===== config.mk =====
export PLATFORM = sky130hd
export DESIGN_NAME = riscv_lsu
export DESIGN_NICKNAME = d
export VERILOG_FILES = /design/src/rtl/riscv_pkg.sv /design/src/rtl/riscv_lsu_align.sv /design/src/rtl/riscv_lsu.sv
export SDC_FILE = /design/constraint.sdc
export NUM_CORES = 1
export LEC_CHECK = 0
export BUFFER_PORTS_ARGS = -buffer_cell sky130_fd_sc_hd__buf_2
export CAP_MARGIN = 20
export CORE_MARGIN = 2
export CORE_UTILIZATION = 54
export DETAILED_ROUTE_END_ITERATION = 8
export PLACE_DENSITY = 0.84
export SETUP_SLACK_MARGIN = 0.3
export SLEW_MARGIN = 30
export SYNTH_ARGS = -nofsm -noshare
export SYNTH_HDL_FRONTEND = slang
export SYNTH_SLANG_ARGS = --single-unit

===== constraint.sdc =====
create_clock -name clk_i -period 5.75 [get_ports clk_i]
set_input_delay 0 -clock clk_i [delete_from_list [all_inputs] [get_ports clk_i]]
set_output_delay 0 -clock clk_i [all_outputs]
set_load 0.01 [all_outputs]

===== src/rtl/riscv_pkg.sv =====
// Shared RISC-V core definitions: load/store size codes (also used by the
// decoder), LSU state encoding and small size-decoding helpers.
package riscv_pkg;

  // Load/store size codes as produced by the decoder
  localparam logic [2:0] LDST_B  = 3'd0;
  localparam logic [2:0] LDST_H  = 3'd1;
  localparam logic [2:0] LDST_W  = 3'd2;
  localparam logic [2:0] LDST_BU = 3'd4;
  localparam logic [2:0] LDST_HU = 3'd5;

  // LSU sequencing states
  typedef enum logic [1:0] {
    LSU_IDLE = 2'd0,
    LSU_REQ  = 2'd1,
    LSU_WAIT = 2'd2,
    LSU_DONE = 2'd3
  } lsu_state_e;

  // Access width after folding signed/unsigned variants together
  typedef enum logic [1:0] {
    ACC_B = 2'd0,
    ACC_H = 2'd1,
    ACC_W = 2'd2
  } acc_width_e;

  // Unused size codes (3, 6, 7) behave as a word access
  function automatic acc_width_e size_width(input logic [2:0] size);
    acc_width_e w;
    case (size)
      LDST_B, LDST_BU: w = ACC_B;
      LDST_H, LDST_HU: w = ACC_H;
      default:         w = ACC_W;
    endcase
    return w;
  endfunction

  // Only B and H loads sign-extend
  function automatic logic size_signed(input logic [2:0] size);
    return (size == LDST_B) || (size == LDST_H);
  endfunction

  // Halfwords need a[0]=0, words need a[1:0]=0
  function automatic logic is_misaligned(input logic [2:0] size, input logic [1:0] addr_lo);
    logic mis;
    case (size_width(size))
      ACC_H:   mis = addr_lo[0];
      ACC_W:   mis = |addr_lo;
      default: mis = 1'b0;
    endcase
    return mis;
  endfunction

endpackage


===== src/rtl/riscv_lsu_align.sv =====
// Combinational data formatting for the LSU: byte enables, store-data
// replication and load-data extraction with sign/zero extension.
// Low address bits below the natural alignment of the access are ignored.
module riscv_lsu_align
  import riscv_pkg::*;
(
  input  logic [2:0]  size,
  input  logic [1:0]  addr_lo,
  input  logic [31:0] store_data,
  input  logic [31:0] bus_rdata,
  output logic [3:0]  be,
  output logic [31:0] bus_wdata,
  output logic [31:0] load_data
);

  acc_width_e  width;
  logic        sgn;
  logic [1:0]  offset;
  logic [31:0] shifted;

  // Select lane offset, enables and replicated store data, then extract load data
  always_comb begin
    // NOTE: every output gets a default first so no path leaves a latch behind.
    width     = size_width(size);
    sgn       = size_signed(size);
    offset    = 2'b00;
    be        = 4'b1111;
    bus_wdata = store_data;
    load_data = 32'd0;
    case (width)
      ACC_B: begin
        offset    = addr_lo;
        be        = 4'b0001 << offset;
        bus_wdata = {4{store_data[7:0]}};
      end
      ACC_H: begin
        offset    = {addr_lo[1], 1'b0};
        be        = 4'b0011 << offset;
        bus_wdata = {2{store_data[15:0]}};
      end
      default: begin
        offset    = 2'b00;
        be        = 4'b1111;
        bus_wdata = store_data;
      end
    endcase
    shifted = bus_rdata >> {offset, 3'b000};
    case (width)
      ACC_B:   load_data = {{24{sgn & shifted[7]}}, shifted[7:0]};
      ACC_H:   load_data = {{16{sgn & shifted[15]}}, shifted[15:0]};
      default: load_data = shifted;
    endcase
  end

endmodule


===== src/rtl/riscv_lsu.sv =====
// Load/store unit controller: sequences one data-memory transaction per
// instruction over a req/gnt/rvalid bus and stalls the pipeline meanwhile.
// Optional feature: define LSU_MISALIGN_TRAP_EN to trap misaligned H/W
// accesses (no bus request, misalign_o pulse) instead of truncating them.
module riscv_lsu
  import riscv_pkg::*;
#(
  parameter int unsigned MEM_TIMEOUT = 255
) (
  input  logic        clk_i,
  input  logic        rst_i,
  input  logic        lsu_req_i,
  input  logic        lsu_we_i,
  input  logic [2:0]  lsu_size_i,
  input  logic [31:0] lsu_addr_i,
  input  logic [31:0] lsu_data_i,
  output logic [31:0] lsu_data_o,
  output logic        lsu_stall_o,
  output logic        bus_err_o,
  output logic        misalign_o,
  output logic        data_req_o,
  output logic        data_we_o,
  output logic [3:0]  data_be_o,
  output logic [31:0] data_addr_o,
  output logic [31:0] data_wdata_o,
  input  logic        data_gnt_i,
  input  logic        data_rvalid_i,
  input  logic [31:0] data_rdata_i
);

  // Counter value in the last cycle allowed before the timeout fires
  localparam logic [7:0] TIMEOUT_LAST = 8'(MEM_TIMEOUT - 1);

  lsu_state_e  state_q, state_d;
  logic        we_q;
  logic [2:0]  size_q;
  logic [31:0] addr_q;
  logic [31:0] sdata_q;
  logic [7:0]  cnt_q;
  logic        bus_err_q;
  logic [31:0] lsu_data_q;
  logic        accept;
  logic        misaligned;
  logic        timeout;
  logic        err_set;
  logic [3:0]  fmt_be;
  logic [31:0] fmt_wdata;
  logic [31:0] fmt_load;

  assign accept  = (state_q == LSU_IDLE) && lsu_req_i;
  assign timeout = (cnt_q >= TIMEOUT_LAST);

  // A handshake in the final allowed cycle still wins over the timeout
  assign err_set = ((state_q == LSU_REQ)  && !data_gnt_i    && timeout) ||
                   ((state_q == LSU_WAIT) && !data_rvalid_i && timeout);

`ifdef LSU_MISALIGN_TRAP_EN
  logic misalign_q;
  assign misaligned = is_misaligned(lsu_size_i, lsu_addr_i[1:0]);

  // Flag the trapped access so misalign_o pulses during its DONE cycle
  always_ff @(posedge clk_i or posedge rst_i) begin
    if (rst_i) misalign_q <= 1'b0;
    else       misalign_q <= accept && misaligned;
  end

  assign misalign_o = misalign_q;
`else
  assign misaligned = 1'b0;
  assign misalign_o = 1'b0;
`endif

  // Next-state logic of the transaction sequencer
  always_comb begin
    state_d = state_q;
    case (state_q)
      LSU_IDLE: if (lsu_req_i) state_d = misaligned ? LSU_DONE : LSU_REQ;
      LSU_REQ:  if (data_gnt_i) state_d = LSU_WAIT;
                else if (timeout) state_d = LSU_DONE;
      LSU_WAIT: if (data_rvalid_i || timeout) state_d = LSU_DONE;
      LSU_DONE: state_d = LSU_IDLE;
      default:  state_d = LSU_IDLE;
    endcase
  end

  // State register, request latch, timeout counter and result register
  always_ff @(posedge clk_i or posedge rst_i) begin
    // NOTE: sequential state uses non-blocking assignments only, so every
    // register samples pre-edge values regardless of statement order.
    if (rst_i) begin
      state_q    <= LSU_IDLE;
      we_q       <= 1'b0;
      size_q     <= 3'd0;
      addr_q     <= 32'd0;
      sdata_q    <= 32'd0;
      cnt_q      <= 8'd0;
      bus_err_q  <= 1'b0;
      lsu_data_q <= 32'd0;
    end else begin
      state_q   <= state_d;
      bus_err_q <= err_set;
      if (accept) begin
        we_q    <= lsu_we_i;
        size_q  <= lsu_size_i;
        addr_q  <= lsu_addr_i;
        sdata_q <= lsu_data_i;
      end
      if ((state_q == LSU_REQ) || (state_q == LSU_WAIT)) cnt_q <= cnt_q + 8'd1;
      else                                               cnt_q <= 8'd0;
      if ((state_q == LSU_WAIT) && data_rvalid_i && !we_q) lsu_data_q <= fmt_load;
      else if (err_set)                                    lsu_data_q <= 32'd0;
    end
  end

  riscv_lsu_align u_align (
    .size       (size_q),
    .addr_lo    (addr_q[1:0]),
    .store_data (sdata_q),
    .bus_rdata  (data_rdata_i),
    .be         (fmt_be),
    .bus_wdata  (fmt_wdata),
    .load_data  (fmt_load)
  );

  // Bus fields are only driven while requesting, so reset leaves them at zero
  assign data_req_o   = (state_q == LSU_REQ);
  assign data_we_o    = data_req_o && we_q;
  assign data_be_o    = data_req_o ? fmt_be : 4'b0000;
  assign data_addr_o  = data_req_o ? {addr_q[31:2], 2'b00} : 32'd0;
  assign data_wdata_o = data_req_o ? fmt_wdata : 32'd0;

  assign lsu_stall_o  = accept || (state_q == LSU_REQ) || (state_q == LSU_WAIT);
  assign bus_err_o    = bus_err_q;
  assign lsu_data_o   = lsu_data_q;

endmodule


---- Word-level counts from Yosys, hierarchy flattened ----
Cells that the tools add are included.
operators by class
  add/subtract/negate cells ............... 1
  magnitude comparators ................... 1
  equal/unequal tests ..................... 10
  shifts and indexed selects .............. 3
  muxes and demuxes ....................... 16
  bitwise gates (word level) .............. 2
  reductions and logical operators ........ 24
operators by type and width
  operator             count
  $mux 32              4
  $pmux 32 s2          2
  $shr 32x5->32        1
  $add 8x1->8 const B  1
  $ge 8x8->1 const B   1
  $logic_and 1x1->1    8
  $mux 2               4
  $mux 8               1
  $pmux 2 s2           2
  $pmux 2 s4           1
  $pmux 4 s2           1
  $eq 3x3->1 const B   2
  $logic_or 1x1->1     6
  $eq 2x1->1 const B   2
  $eq 2x2->1 const B   2
  $logic_not 2->1      2
  $mux 4               1
  $ne 2x2->1 const B   2
  $reduce_or 2->1      2
  $shl 1x2->4 const A  1
  $shl 2x2->4 const A  1
  $eq 3x1->1 const B   1
  $logic_not 1->1      3
  $logic_not 3->1      1
  4 further kinds      5
word-level totals
  register bits ........................... 111
  input bits .............................. 105
  output and inout port bits .............. 105
  word-level logic and storage cells ...... 65

---- Logic depth before layout (Yosys ltp) ----
  depth after elaboration ................. 9
  mapped depth ............................ 7
  depth with buffers taken out ............ 6

---- By module ----
Synthesis repeated with hierarchy kept, for this count alone.
second synthesis, totals
  cells, all modules ...................... 578
  area total of the unflattened synthesis .. 6114.6 µm²
by module, submodules not included
  module           times used  cells each  area each (µm²)  seq. area each (µm²)
  riscv_lsu        1           419         4917.2           2777.7
  riscv_lsu_align  1           159         1197.4           0.0

---- Worst setup path before layout ----
OpenSTA, ideal clock, no wires.
  kind .................................... register to register
  start ................................... reg state_q[1]
  end ..................................... reg lsu_data_q[1] (netlist: lsu_data_o[1])
  arrival time ............................ 1.692 ns
  setup slack ............................. 3.937 ns
  cell stages (with the launch flop) ...... 8
  path buffers ............................ 1
  cells stage by stage .................... dfrtp_1 > inv_1 > ha_1 > nor2b_1 > o211ai_2 > and2_0 > buf_2 > a22o_1
between the ends
  cells in the longest elaborated chain, start to end .. 5
RTL lines
  element                             RTL line          source
  start: declaration                  riscv_lsu.sv:34   lsu_state_e state_q, state_d;
  start signal: assignment            riscv_lsu.sv:100  state_q <= state_d;
  $eq 2x1->1                          --
  net data_req_o                      riscv_lsu.sv:21   output logic data_req_o,
  $logic_and 1x1->1 (2 in a row)      riscv_lsu.sv:54   assign err_set = ((state_q == LSU_REQ) && !data_gnt_i && timeout) ||
  $logic_or 1x1->1                    riscv_lsu.sv:54
  $reduce_bool 2->1 (no source line)  --
  end signal: assignment              riscv_lsu.sv:110  if ((state_q == LSU_WAIT) && data_rvalid_i && !we_q) lsu_data_q <= fmt_load;
  end: declaration                    riscv_lsu.sv:41   logic [31:0] lsu_data_q;
The timed path passes the listed nets, and every way through them passes these cells.
A chain may end at the register's enable or synchronous reset.

---- Final worst setup path ----
  start ................................... reg state_q[0]
  end ..................................... out lsu_stall_o
between the ends
  cells in the longest elaborated chain, start to end .. 4
RTL lines
  element               RTL line          source
  $logic_not 2->1       riscv_lsu.sv:50   assign accept = (state_q == LSU_IDLE) && lsu_req_i;
  $logic_and 1x1->1     riscv_lsu.sv:50
  $logic_or 1x1->1      riscv_lsu.sv:132  assign lsu_stall_o = accept || (state_q == LSU_REQ) || (state_q == LSU_WAIT);
  $logic_or 1x1->1 (*)  riscv_lsu.sv:132
  end: declaration      riscv_lsu.sv:18   output logic lsu_stall_o,
Every way passes the cells marked *; elsewhere a longest branch is shown, timed or not.

==> impl_metrics.json <==
{
  "status": "finished, final reports clean",
  "diodes": 0,
  "critPathMaxFanout": 42,
  "ant_nets": 0,
  "clock_latency_ps": 370,
  "pwr-share-seq": 0.367,
  "rows": 38,
  "worstSetupStartpointType": "flip-flop",
  "dr_wl_met3_um": 1342,
  "min_path_type": "in2reg",
  "cp-end-kind": "primary output",
  "intPower_mw": 2.329,
  "netlist_top_cells_area": "dfrtp_1 47%, mux2_2 15%, and2_1 5.6%",
  "seq_area_mm2": 0.002779,
  "dr.pass1.iters": 4,
  "netlist_instances": 544,
  "synthArstFlopShare": 1.000,
  "yosys.area.top_type": "dfrtp_1",
  "reg2reg_depth": 7,
  "synth_area_mm2": 0.005923,
  "cp.arrival_ps": 2620,
  "max-slew-margin-rel": 0.4398,
  "area_delta_synth_final_pct": 33.71,
  "pwr_density_cell_mw_per_mm2": 499.8,
  "synth_top_cell_area_share": 0.4689,
  "leakage_nw": 3.935,
  "grt_max_degree": 71,
  "rsz0062_at_grt": "false",
  "antenna_found_initial": 0,
  "synth_enable_flop_cells": 0,
  "grt.total_usage": 0.2931,
  "ff2ff_setup_slack_ps": 3230,
  "swShare": 0.4117,
  "setup_viol": 0,
  "p_sw_mw": 1.629,
  "cts_num_sinks": 111,
  "clockRootBuffer": "clkbuf_8",
  "path_depth": 6,
  "ys_types": 52,
  "synth.ff_latch_count": 111,
  "seq_area_frac_synth": 0.4689,
  "avgSynthCellArea_um2": 10.89,
  "drt-initial-drc-count": 323,
  "cap_violations": 0,
  "cp_top_family": "buffers and inverters",
  "slew_viol_final": 0,
  "wl_per_cell_um": 18.28,
  "nFillCells": 691,
  "pwr-share-comb": 0.501,
  "drive_above_1_share": 0.4227,
  "worstHoldPathCells": 4,
  "r2r-start": "state_q[1]",
  "period_share": 0.4564,
  "grt_pass1_wl_um": 26870,
  "wl_met1_um": 6950,
  "synth_common_cells": "111 x dfrtp_1, 77 x mux2_2, 53 x and2_1",
  "port_buffers": 206,
  "ys.flop_type": "dfrtp_1",
  "dp.cells": 853,
  "dieArea_mm2": 0.01182,
  "wl_met2_um": 8491,
  "synth_most_common_cell": "dfrtp_1",
  "routed_wl_um": 17220,
  "route.detailed.drc": 0,
  "vias": 5176,
  "clock_skew_ps": 7.252,
  "grt_overflow": 0,
  "cp_cell_sequence": "inv_1 > ha_1 > nand2_2 > buf_4 > nand2_1 > buf_2",
  "max_slew.worst_pin.slew_ps": 839.3,
  "hpwl_um": 10740,
  "tritoncts": "done",
  "min_to": "lsu_data_o[4]",
  "finalSetupTns_ps": 0,
  "ys_warn_count": 0,
  "min_from": "data_rdata_i[28]",
  "timing.rr.end": "lsu_data_o[2]",
  "slowest_delay_ps": 590,
  "fin_cells": 942,
  "finalWeightedCongestion": 0.8382,
  "clk_pin_slew_ps": 100,
  "finalHoldViolations": 0,
  "io-pin-count": 210,
  "path_buf_inv": 3,
  "core_mm2": 0.01079,
  "nets": 908,
  "cts_buffer_depth": 2,
  "top_layer": "met4",
  "viasPerCell": 5.495,
  "initial_utilization": 0.5488,
  "multi_input_area_mm2": 0.002856,
  "pwr-share-clk": 0.132,
  "required_ps": 5750,
  "ir_drop_mv": 0.2763,
  "grt_pass1_vias": 5272,
  "fmax_mhz": 381.0,
  "cts_made_buffers": 9,
  "h-tree-depth": 3,
  "slowest_stage": "buf_4",
  "crit_type": "reg2out",
  "die_x_um": 108.7,
  "period_needed_ps": 2624,
  "die_height_um": 108.7
}
==> state kept, by name, summed over array words and instances (netlist names) <==
signal      cells
sdata_q        32
lsu_data_o     32
cnt_q           8
addr_q         32
state_q         2
we_q            1
size_q          3
bus_err_o       1
==> cell families (layout without fill, tap and decap cells) <==
logic type / after synthesis / count (layout) / share of synthesized area
and+or+nand+nor: 136 / 136 / 0.1280
AOI/OAI and AO/OA: 123 / 123 / 0.1517
DFF: 111 / 111 / 0.4689
muxes: 94 / 94 / 0.1751
buffers and inverters: 67 / 323 / 0.05408
adders and majority gates: 6 / 6 / 0.01267
xor gates and xnor gates: 6 / 6 / 0.008872
other: 1 / 3 / 0.0006331
==> how the worst max path moves through the flow <==
stage	from	to
finish	state_q[0]	lsu_stall_o
global route	state_q[0]	lsu_stall_o
CTS	state_q[1]	lsu_data_o[2]
detailed placement	state_q[1]	lsu_data_o[2]
global placement	state_q[1]	lsu_data_o[3]
floorplan	rst_i	addr_q[0]
==> worst reg2reg max path: cells and delay by family (launching register included) <==
| kind | cells | cell delay [ps] |
|---|---|---|
| flops | 1 | 430 |
| simple gates | 2 | 650 |
| fa+ha+maj | 1 | 540 |
| buf+inv | 2 | 380 |
| compound gates | 2 | 420 |
==> routing by layer <==
metal,vias to the layer above,GRT usage
li1,2409,-
met1,2499,0.3639
met2,236,0.4938
met3,32,0.07352
met4,0,0.1117
met5,-,0
==> cells in the final DEF (no fill, tap or decap), types with 3 or more instances in the layout <==
cell,count
o21ai_0,13
nand2_1,42
dfrtp_1,110
dlygate4sd3_1,73
and2_1,53
a21boi_0,8
a21oi_1,31
nor2b_1,13
o211ai_1,7
buf_4,6
nand3_1,3
mux2i_1,17
ha_1,5
o21ai_2,20
buf_2,206
conb_1,3
a22o_1,7
a32oi_1,23
xnor2_1,5
inv_1,21
nor2_1,4
clkbuf_8,9
mux2_2,77
==> through the flow <==
step	hold slack [ps]	utilization	total power, mW	area, um^2	setup WS (ps)
6_report	18.91	0.7338	3.958	7920	3126
5_1_grt	19.85	0.7338	4.223	7920	2976
4_1_cts	2.170	0.7329	3.893	7910	2919
3_5_place_dp	123.0	0.6450	3.336	6962	2929
3_3_place_gp	106.3	0.6442	3.244	6953	3086
2_1_floorplan	150.6	-	2.733	5931	2819
==> what timing repair did <==
item                      in CTS  in global routing
hold buffers                  73                  0
gates resized for setup        0                  0
setup buffers                  0                  0
hold endpoints to repair     119                  0
==> area by class of cell <==
type	count	share of cell area
Clock buffer	10	0.01611
Clock inverter	6	0.01137
Inverter	22	0.01074
Multi-Input combinational cell	368	0.3607
Sequential cell	111	0.3509
Tap cell	140	0.02212
Timing Repair Buffer	285	0.2281
==> power by group through the flow <==
stage / clock network, mW / registers [mW] / logic, mW
after detailed placement: 0 / 1.44 / 1.90
after floorplan: 0 / 1.36 / 1.37
after global routing: 0.559 / 1.50 / 2.17
final: 0.522 / 1.45 / 1.98
after CTS: 0.528 / 1.43 / 1.94
after global placement: 0 / 1.42 / 1.83
Note: power is estimated with default switching activity, not from simulation.
